===== src/rtl/shift_row_pipe.sv =====
//------------------------------------------------------------------------------
// shift_row_pipe
// Pipelined Rijndael ShiftRows / InvShiftRows engine with a valid/ready stream
// interface. The byte permutation is applied combinationally at the input.
// The permuted state then passes through PIPE_DEPTH register stages that
// support backpressure.
//
// Ports
//   clock        system clock, rising edge
//   reset        asynchronous active-high reset
//   inputData    W-bit state, column-major, byte 0 (row0,col0) in [W-1:W-8]
//   inputValid   inputData / inverseMode are valid
//   inverseMode  0 = ShiftRows, 1 = InvShiftRows (travels with the block)
//   inputReady   block accepted when inputValid && inputReady
//   outputData   transformed state, same byte ordering as inputData
//   outputValid  outputData is valid
//   outputReady  downstream accepts when outputValid && outputReady
//   blockCount   number of output handshakes (wraps)
//   busy         at least one pipeline stage holds a block
//------------------------------------------------------------------------------
module shift_row_pipe #(
   parameter int NB          = 4,
   parameter int PIPE_DEPTH  = 2,
   parameter int COUNT_WIDTH = 32
) (
   input  logic                   clock,
   input  logic                   reset,
   input  logic [32*NB-1:0]       inputData,
   input  logic                   inputValid,
   input  logic                   inverseMode,
   output logic                   inputReady,
   output logic [32*NB-1:0]       outputData,
   output logic                   outputValid,
   input  logic                   outputReady,
   output logic [COUNT_WIDTH-1:0] blockCount,
   output logic                   busy
);

   localparam int W = 32 * NB;

   generate
      if (!(NB == 4 || NB == 6 || NB == 8)) begin : g_bad_nb
         $error("shift_row_pipe: NB must be 4, 6 or 8");
      end
      if (PIPE_DEPTH < 1 || PIPE_DEPTH > 4) begin : g_bad_depth
         $error("shift_row_pipe: PIPE_DEPTH must be 1 to 4");
      end
   endgenerate

   // Byte permutation. Every output byte (row gr, column gc) is a fixed
   // rewiring of an input byte, so both directions are pure wiring and only
   // the final mux depends on inverseMode.
   logic [W-1:0] fwd_w;
   logic [W-1:0] inv_w;
   logic [W-1:0] xform_w;

   for (genvar gc = 0; gc < NB; gc++) begin : g_col
      for (genvar gr = 0; gr < 4; gr++) begin : g_row
         // Row offsets: rows 2 and 3 shift one further for the 256-bit block.
         localparam int SH   = (gr == 0) ? 0 : (gr == 1) ? 1 : (NB == 8) ? gr + 1 : gr;
         localparam int FSRC = (gc + SH) % NB;
         localparam int ISRC = (gc - SH + NB) % NB;
         assign fwd_w[W-1-8*(4*gc+gr) -: 8] = inputData[W-1-8*(4*FSRC+gr) -: 8];
         assign inv_w[W-1-8*(4*gc+gr) -: 8] = inputData[W-1-8*(4*ISRC+gr) -: 8];
      end
   end

   assign xform_w = inverseMode ? inv_w : fwd_w;

   // Pipeline stages
   logic [PIPE_DEPTH-1:0] valid_vec;
   logic [PIPE_DEPTH-1:0] accept_w;
   logic [W-1:0]          stage_data_w [PIPE_DEPTH];

   for (genvar gs = 0; gs < PIPE_DEPTH; gs++) begin : g_stage
      logic         up_valid;
      logic [W-1:0] up_data;
      logic         valid_q, valid_d;
      logic [W-1:0] data_q, data_d;

      // A stage can take a new block unless it and every stage downstream
      // of it are full while the output is stalled. Writing the ready chain
      // in this closed form avoids a combinational chain through a vector.
      assign accept_w[gs] = outputReady | ~(&valid_vec[PIPE_DEPTH-1:gs]);

      if (gs == 0) begin : g_first
         assign up_valid = inputValid;
         assign up_data  = xform_w;
      end else begin : g_next
         assign up_valid = valid_vec[gs-1];
         assign up_data  = stage_data_w[gs-1];
      end

      always_comb begin
         valid_d = valid_q;
         data_d  = data_q;
         if (accept_w[gs]) begin
            valid_d = up_valid;
            // Data only moves with a valid block, so idle input is ignored
            // and a stalled output word never changes.
            if (up_valid) begin
               data_d = up_data;
            end
         end
      end

      always_ff @(posedge clock or posedge reset) begin
         if (reset) begin
            valid_q <= 1'b0;
            data_q  <= '0;
         end else begin
            valid_q <= valid_d;
            data_q  <= data_d;
         end
      end

      assign valid_vec[gs]    = valid_q;
      assign stage_data_w[gs] = data_q;
   end

   // Output handshake counter
   logic [COUNT_WIDTH-1:0] count_q, count_d;

   always_comb begin
      count_d = count_q;
      if (outputValid && outputReady) begin
         count_d = count_q + {{(COUNT_WIDTH-1){1'b0}}, 1'b1};
      end
   end

   always_ff @(posedge clock or posedge reset) begin
      if (reset) begin
         count_q <= '0;
      end else begin
         count_q <= count_d;
      end
   end

   assign inputReady  = accept_w[0];
   assign outputData  = stage_data_w[PIPE_DEPTH-1];
   assign outputValid = valid_vec[PIPE_DEPTH-1];
   assign blockCount  = count_q;
   assign busy        = |valid_vec;

endmodule


===== config.mk =====
export PLATFORM = sky130hd
export DESIGN_NAME = shift_row_pipe
export DESIGN_NICKNAME = d
export VERILOG_FILES = /design/src/rtl/shift_row_pipe.sv
export SDC_FILE = /design/constraint.sdc
export NUM_CORES = 1
export LEC_CHECK = 0
export BUFFER_PORTS_ARGS = -buffer_cell sky130_fd_sc_hd__buf_2
export CELL_PAD_IN_SITES_DETAIL_PLACEMENT = 0
export CELL_PAD_IN_SITES_GLOBAL_PLACEMENT = 1
export CORE_MARGIN = 1.5
export CORE_UTILIZATION = 43
export DETAILED_ROUTE_END_ITERATION = 7
export PLACE_DENSITY = 0.84
export RECOVER_POWER = 25
export SLEW_MARGIN = 20
export SYNTH_ARGS = -nofsm -noshare
export SYNTH_HDL_FRONTEND = slang
export SYNTH_SLANG_ARGS = --single-unit

===== constraint.sdc =====
create_clock -name clock -period 9.6 [get_ports clock]
set_input_delay 0.48 -clock clock [delete_from_list [all_inputs] [get_ports clock]]
set_output_delay 0.48 -clock clock [all_outputs]
set_load 0.02 [all_outputs]

### Word-level counts from Yosys, hierarchy flattened

Cells that the tools add are included.

* flip-flop bits (word level): 290
* input bits: 133
* logic and storage cells: 16

* add/sub/neg operators: 1
* mux-type cells: 1
* bitwise gates (word level): 4
* reductions and logical operators: 5

Operators by type and width (number)
* 2-to-1 mux 120 bit: 1
* adder 32 x 1 -> 32 bit, second input constant: 1
* AND reduction 2 bit: 3
* inverter 1 bit: 2
* bitwise OR 1 bit: 2
* OR reduction 2 bit: 1
* logical AND 1 bit: 1

### Longest topological paths before layout

Gate-level depths: netlist of the first run.

* depth in word-level cells: 4
* mapped depth: 7
* depth with buffers taken out: 5

### Least setup slack after synthesis of the first run

OpenSTA, ideal clock, no wires.

* path type: reg2reg
* start point: reg g_stage[1].valid_q, in the netlist outputValid
* end point: reg g_stage[0].data_q[104]
* data arrival time: 1.716 ns
* data required time: 9.475 ns
* slack: 7.759 ns
* stages on the path, launching flop included: 6
* clock period less this slack: 1.841 ns
* path through: dfrtp_1 nand3b_1 nand2_1 buf_2 buf_2 mux2_2

* word-level cells in the longest chain between the ends: 4

Ends and longest elaborated chain
* start, declared: line 78 `logic valid_q, valid_d;`
* start signal, assigned: line 112 `valid_q <= valid_d;`
* AND reduction 2 bit: line 84 `assign accept_w[gs] = outputReady | ~(&valid_vec[PIPE_DEPTH-1:gs]);`
* inverter 1 bit: line 84
* bitwise OR 1 bit: line 84
* named net inputReady: line 31 `output logic inputReady,`
* AND reduction 2 bit (no line)
* end signal, assigned: line 113 `data_q <= data_d;`
* end, declared: line 79 `logic [W-1:0] data_q, data_d;`

The timed path passes the listed nets, and every way through them passes these cells.
A chain may end at the register's enable or synchronous reset.

==> metrics.cfg, run 1 <==
[synth]
syn-cell-area_um2 = 11600
synth-xor-area-share = 0.0235
synth-seq-cells = 290
muxShareOfSynthArea = 0.244
synth_compound_area_frac = 0.0277
synth_cell_type_count = 28
yosys.area.top_type_share = 0.628
syn_avg_cell_area_um2 = 14.2
synth.area.top_cells = dfrtp_1, mux2_2, mux2i_1, o21ai_0, nand2_1
synth_top_cell_by_area = dfrtp_1
yosysSeqAreaShare = 0.628
synth_top_family_by_area = multiplexers
synthCells = 814
synth-simple-area-share = 0.0532
synth_fa_ha_area_frac = 0.00108
synth_nets = 948
synth_warnings = 0

[critical_path]
path_cells = clkbuf_1 -> clkinvlp_2 -> buf_4
worst_setup_path_start_kind = input port
required_ps = 10150
critPathSlowestCell = clkinvlp_2
critPathArrivalTime_ps = 5120
slowest_delay_ps = 3260
critical-path-top-delay-family = buffers and inverters
criticalPathCategory = in -> async
worstPathMaxFanout = 135
path_buf_inv = 3
endpoint_kind = async pin

[pwr]
peakVddDrop_mv = 0.174
switching_power_mw = 1.04
p_sw_frac = 0.296
internal-power_mw = 2.47
p_clk_frac = 0.335
power.density_nw_per_um2 = 246
p_comb_frac = 0.214
power_frac_seq = 0.452
leakage_nw = 6.87

[clock_network]
h-tree-depth = 1
clk_pin_slew_ps = 60
cts_resized = 0
postCtsHoldBufs = 0
postCtsSetupBuffers = 0
cts_tree = yes
clk_latency_ps = 550
root_buffer = clkbuf_16
clock_sinks = 290
clk_path_buf_depth = 3
numCtsBuffers = 31

[sta]
worst_pin_slew_ps = 5910
slew_headroom = -2.96
clock.fmax_ghz = 0.219
setup_tns_ps = 0
final_hold_viol_count = 0
slew_viol_final = 185
grt_setup_unrepaired = false
clock_skew_ps = 14.1
period_minus_slack_ps = 4570
setup_violations = 0
period_share = 0.476
timing.hold.ws_ps = 133

[cells_and_area]
layout_common_cells = dfrtp_1, buf_2, mux2_2
area_delta_synth_final_pct = 23.4
seq_area_um2 = 7260
drive_above_1_share = 0.466
final_cell_area_um2 = 14200
multiInputGateArea_um2 = 4030
mostFrequentLayoutCell = dfrtp_1
fill_cells = 2260
nNetsFinal = 1238

[outcome]
status = finished, violations left
violations = capacitance limit, slew limit

[flow_run]
maxCapViolCount = 2

[place]
gp_congestion = 0.756
io_buffers = 295
placed_cell_area_um2 = 13300
hpwl_mm = 16.4

[floorplan]
rows = 59
die-height_um = 167
die_w_um = 167
initial_core_util = 0.441
core_um2 = 26200
io_pins = 296
die_area_um2 = 27900

[global_route]
grt.overflow.total = 0
grt_max_degree = 136
grt_pass1_vias = 7451
track_usage = 0.176
grt_pass1_wl_mm = 40.0
antenna_found_initial = 7

[routing]
antenna_left = 0
wl_per_cell_um = 16.8
drtPass1Iterations = 4
vias = 7367
route.detailed.drc = 0
drt_wl_total_mm = 24.6
via_per_inst = 5.03
initialDrtViolationCount = 414

[hold_path]
hp-class = in -> reg

-- state kept, by name, summed over array words and instances (netlist names) --
signal / cells
outputValid: 1
blockCount: 32
g_stage.valid_q: 1
g_stage.data_q: 128
outputData: 128
-- power by group through the flow --
stage | clock, mW | combinational (mW) | sequential (mW)
3_3_place_gp | 0 | 0.757 | 1.59
5_1_grt | 1.25 | 0.806 | 1.62
3_5_place_dp | 0 | 0.769 | 1.60
4_1_cts | 1.21 | 0.771 | 1.58
2_1_floorplan | 0 | 0.307 | 1.78
6_report | 1.17 | 0.748 | 1.58
-- metal layers --
metal,wire (µm),track usage,up-vias
li1,-,-,3440
met1,10200,0.228,3649
met2,11600,0.282,218
met3,1880,0.0525,56
met4,829,0.0648,4
met5,26,0,-
-- metrics by stage --
stage / total power [mW] / util / cells / setup slack (ps)
2_1_floorplan: 2.09 / - / 814 / 1110
3_3_place_gp: 2.35 / 0.506 / 1406 / 6570
3_5_place_dp: 2.37 / 0.506 / 1406 / 6540
4_1_cts: 3.56 / 0.545 / 1462 / 6680
5_1_grt: 3.68 / 0.544 / 1465 / 3970
6_report: 3.50 / 0.544 / 1466 / 5030
-- worst paths after layout --
path | from | to | slack (ps) | depth (start not counted)
min in group asynchronous | reset | outputData[89] | 1750 | 2
min reg2reg | g_stage[0].data_q[118] | g_stage[0].data_q[118] | 470 | 2
max in group clock | g_stage[0].valid_q | g_stage[0].data_q[24] | 6260 | 4
max reg2reg | g_stage[0].valid_q | g_stage[0].data_q[24] | 6260 | 4
max | reset | g_stage[0].data_q[93] | 5030 | 3
min | inputValid | g_stage[0].valid_q | 130 | 2
-- synthesized netlist by cell type --
library cell	count
dfrtp_1	290
mux2_2	193
nand2_1	73
mux2i_1	64
o21ai_0	64
xnor2_1	24
buf_2	21
nand4_1	14
buf_4	12
nand3_1	12
xor2_1	7
and3_1	6
clkbuf_1	6
nor3_1	4
buf_1	3
inv_1	3
nor2_1	3
buf_6	2
nand2b_1	2
nand3_2	2
nor4_4	2
and4_1	1
ha_1	1
nand3b_1	1
nand4_2	1
nor4_1	1
or2_2	1
or2b_1	1
-- cell families after synthesis --
group                    count (synthesis)
multiplexers                           257
buffers and inverters                   47
AND/OR/NAND/NOR                        124
adder cells (fa/ha/maj)                  1
AO/OA/AOI/OAI                           64
XOR/XNOR                                31
flip-flops                             290
-- cell type report --
cell class	count	share of cell area
flip-flops and latches	290	0.509
multi-input cells	477	0.283
repair buffers	301	0.105
clock buffers	44	0.0656
well taps	335	0.0294
clock inverters	12	0.00650
inverters	3	0.000878
diodes	4	0.000702
(Power assumes the default switching activity.)
==> run 2, diff against run 1 <==
==> constraint.sdc (replaced) <==
create_clock -name clock -period 4.8 [get_ports clock]
set_input_delay 0.24 -clock clock [delete_from_list [all_inputs] [get_ports clock]]
set_output_delay 0.24 -clock clock [all_outputs]
set_load 0.02 [all_outputs]
==> metrics.cfg, run 2 (synthesis gave the netlist of run 1 again) <==
[place]
placed_cell_area_um2 = 13300  ; about the same
hpwl_mm = 16.4  ; about the same
io_buffers = 295  ; unchanged
gp_congestion = 0.734  ; was 0.756

[critical_path]
critPathArrivalTime_ps = 2970  ; was 5120 ps
worst_setup_path_start_kind = input port  ; unchanged
endpoint_kind = async pin  ; unchanged
r2r-start = outputValid  ; was g_stage[0].valid_q
worstPathMaxFanout = 108  ; was 135
required_ps = 4900  ; was 10,150 ps
criticalPathCategory = in -> async  ; unchanged
startpoint = reset  ; unchanged

[sta]
period_share = 0.596
worst_pin_slew_ps = 2610  ; was 5910 ps
period_minus_slack_ps = 2860
final_hold_viol_count = 0  ; unchanged
setup_violations = 0  ; unchanged
setup_tns_ps = 0  ; unchanged
clock_skew_ps = 16.0  ; was 14.1 ps
slew_headroom = -0.743  ; was -2.96
slew_viol_final = 109  ; was 185
clock.fmax_ghz = 0.350
grt_setup_unrepaired = false  ; unchanged

[routing]
drt_wl_total_mm = 26.8  ; was 24.6 mm
route.detailed.drc = 0  ; unchanged
drtPass1Iterations = 4  ; unchanged
antenna_left = 0  ; unchanged
vias = 7891  ; was 7,367
via_per_inst = 4.93  ; was 5.03
wl_per_cell_um = 16.7  ; was 16.8 µm
initialDrtViolationCount = 371  ; was 414

[pwr]
p_comb_frac = 0.228  ; was 0.214
power.density_nw_per_um2 = 455  ; was 246 nW/µm²
peakVddDrop_mv = 0.313  ; was 0.174 mV
p_sw_frac = 0.296  ; about the same
power_frac_seq = 0.443  ; was 0.452
leakage_nw = 7.51  ; was 6.87 nW
p_clk_frac = 0.330  ; was 0.335
internal-power_mw = 5.04  ; was 2.47 mW
switching_power_mw = 2.12  ; was 1.04 mW

[global_route]
grt_max_degree = 183  ; was 136
track_usage = 0.191  ; was 0.176
antenna_found_initial = 1  ; was 7
grt.overflow.total = 0  ; unchanged
busiest_layer = met2  ; unchanged
use_met3 = 0.0452  ; was 0.0525
met1_usage = 0.237  ; was 0.228
grt_use_met2 = 0.329  ; was 0.282
grt_pass1_wl_mm = 43.1  ; was 40.0 mm
grt_pass1_vias = 8230  ; was 7,451

[floorplan]
rows = 59  ; unchanged
io_pins = 296  ; unchanged
die-height_um = 167  ; unchanged
die_area_um2 = 27900  ; unchanged
core_um2 = 26200  ; unchanged
die_w_um = 167  ; unchanged
initial_core_util = 0.441  ; unchanged

[clock_network]
clk_path_buf_depth = 3  ; unchanged
h-tree-depth = 1  ; unchanged
clk_pin_slew_ps = 60  ; about the same
numCtsBuffers = 30  ; was 31
cts_resized = 0  ; unchanged
cts_tree = yes  ; unchanged
clk_latency_ps = 560  ; was 550 ps
clock_sinks = 290  ; unchanged
root_buffer = clkbuf_16  ; unchanged

[cells_and_area]
layout_common_cells = dfrtp_1, buf_2, mux2_2  ; unchanged
final_cell_area_um2 = 15700  ; was 14,200 µm²
nNetsFinal = 1380  ; was 1,238
diodes = 0  ; was 4
area_delta_synth_final_pct = 36.2  ; was 23.4%
fill_cells = 2075  ; was 2,260
seq_area_um2 = 7260  ; unchanged
drive_above_1_share = 0.427  ; was 0.466
multiInputGateArea_um2 = 4040  ; was 4030 µm²
mostFrequentLayoutCell = dfrtp_1  ; unchanged

[hold_path]
hp-class = in -> reg  ; unchanged
hp-start = inputData[84]  ; was inputValid

[flow_run]
maxCapViolCount = 1  ; was 2

[outcome]
status = finished, violations left  ; unchanged
violations = capacitance limit, slew limit  ; unchanged

[run 2: cell types whose count changed in the layout (fill, tap and decap cells not counted), moves of 2 or more]
cell,previous run,this run
buf_12,0,3
buf_2,264,280
buf_4,6,4
bufinv_16,1,3
clkbuf_1,32,16
clkbuf_8,11,7
clkinv_2,9,7
clkinvlp_4,0,3
diode_2,4,0
dlygate4sd3_1,0,141
[run 2: timing repair]
item,CTS,global route
hold buffers,141,0
setup buffers,0,0
hold endpoints to repair,221,0
[run 2: cell type report]
type                       count  area share
tap                          335      0.0266
multi-input combinational    477       0.257
clock inverter                14      0.0104
timing repair buffer         444       0.190
inverter                       3    0.000795
clock buffer                  39      0.0543
sequential                   290       0.461
[run 2: through the flow]
| stage | setup slack [ps] | util | cells | hold WS [ps] | power (mW) |
|---|---|---|---|---|---|
| floorplan | 713 | - | 814 | 348 | 4.18 |
| global placement | 2450 | 0.508 | 1407 | 457 | 4.71 |
| detailed placement | 2400 | 0.508 | 1407 | 466 | 4.76 |
| CTS | 2380 | 0.601 | 1601 | 0.937 | 7.25 |
| global route | 1340 | 0.600 | 1602 | 17.2 | 7.51 |
| finish | 1940 | 0.600 | 1602 | 17.1 | 7.16 |
[run 2: power by group through the flow]
stage	registers (mW)	clock network, mW	logic, mW
6_report	3.17	2.36	1.63
5_1_grt	3.23	2.53	1.74
4_1_cts	3.17	2.43	1.65
3_5_place_dp	3.21	0	1.55
3_3_place_gp	3.19	0	1.52
2_1_floorplan	3.56	0	0.614
[run 2: worst max-delay path, stage by stage]
cell and delay, ps:
dlygate4sd3_1 530, clkbuf_1 110, clkinvlp_2 120, clkbuf_2 1820
[run 2: metal layers]
metal / wire (µm) / up-vias
met2: 13300 / 226
met1: 11000 / 3901
met4: 688 / 2
met5: 7 / -
met3: 1780 / 51
li1: - / 3711
[run 2: final timing paths]
kind / end / slack (ps) / cells after the start
max: g_stage[0].data_q[103] / 1940 / 4
max reg2reg: g_stage[0].data_q[46] / 2460 / 4
min in group asynchronous: outputData[89] / 360 / 4
max in group clock: g_stage[0].data_q[46] / 2460 / 4
min: g_stage[0].data_q[52] / 20 / 3
min reg2reg: blockCount[31] / 470 / 1
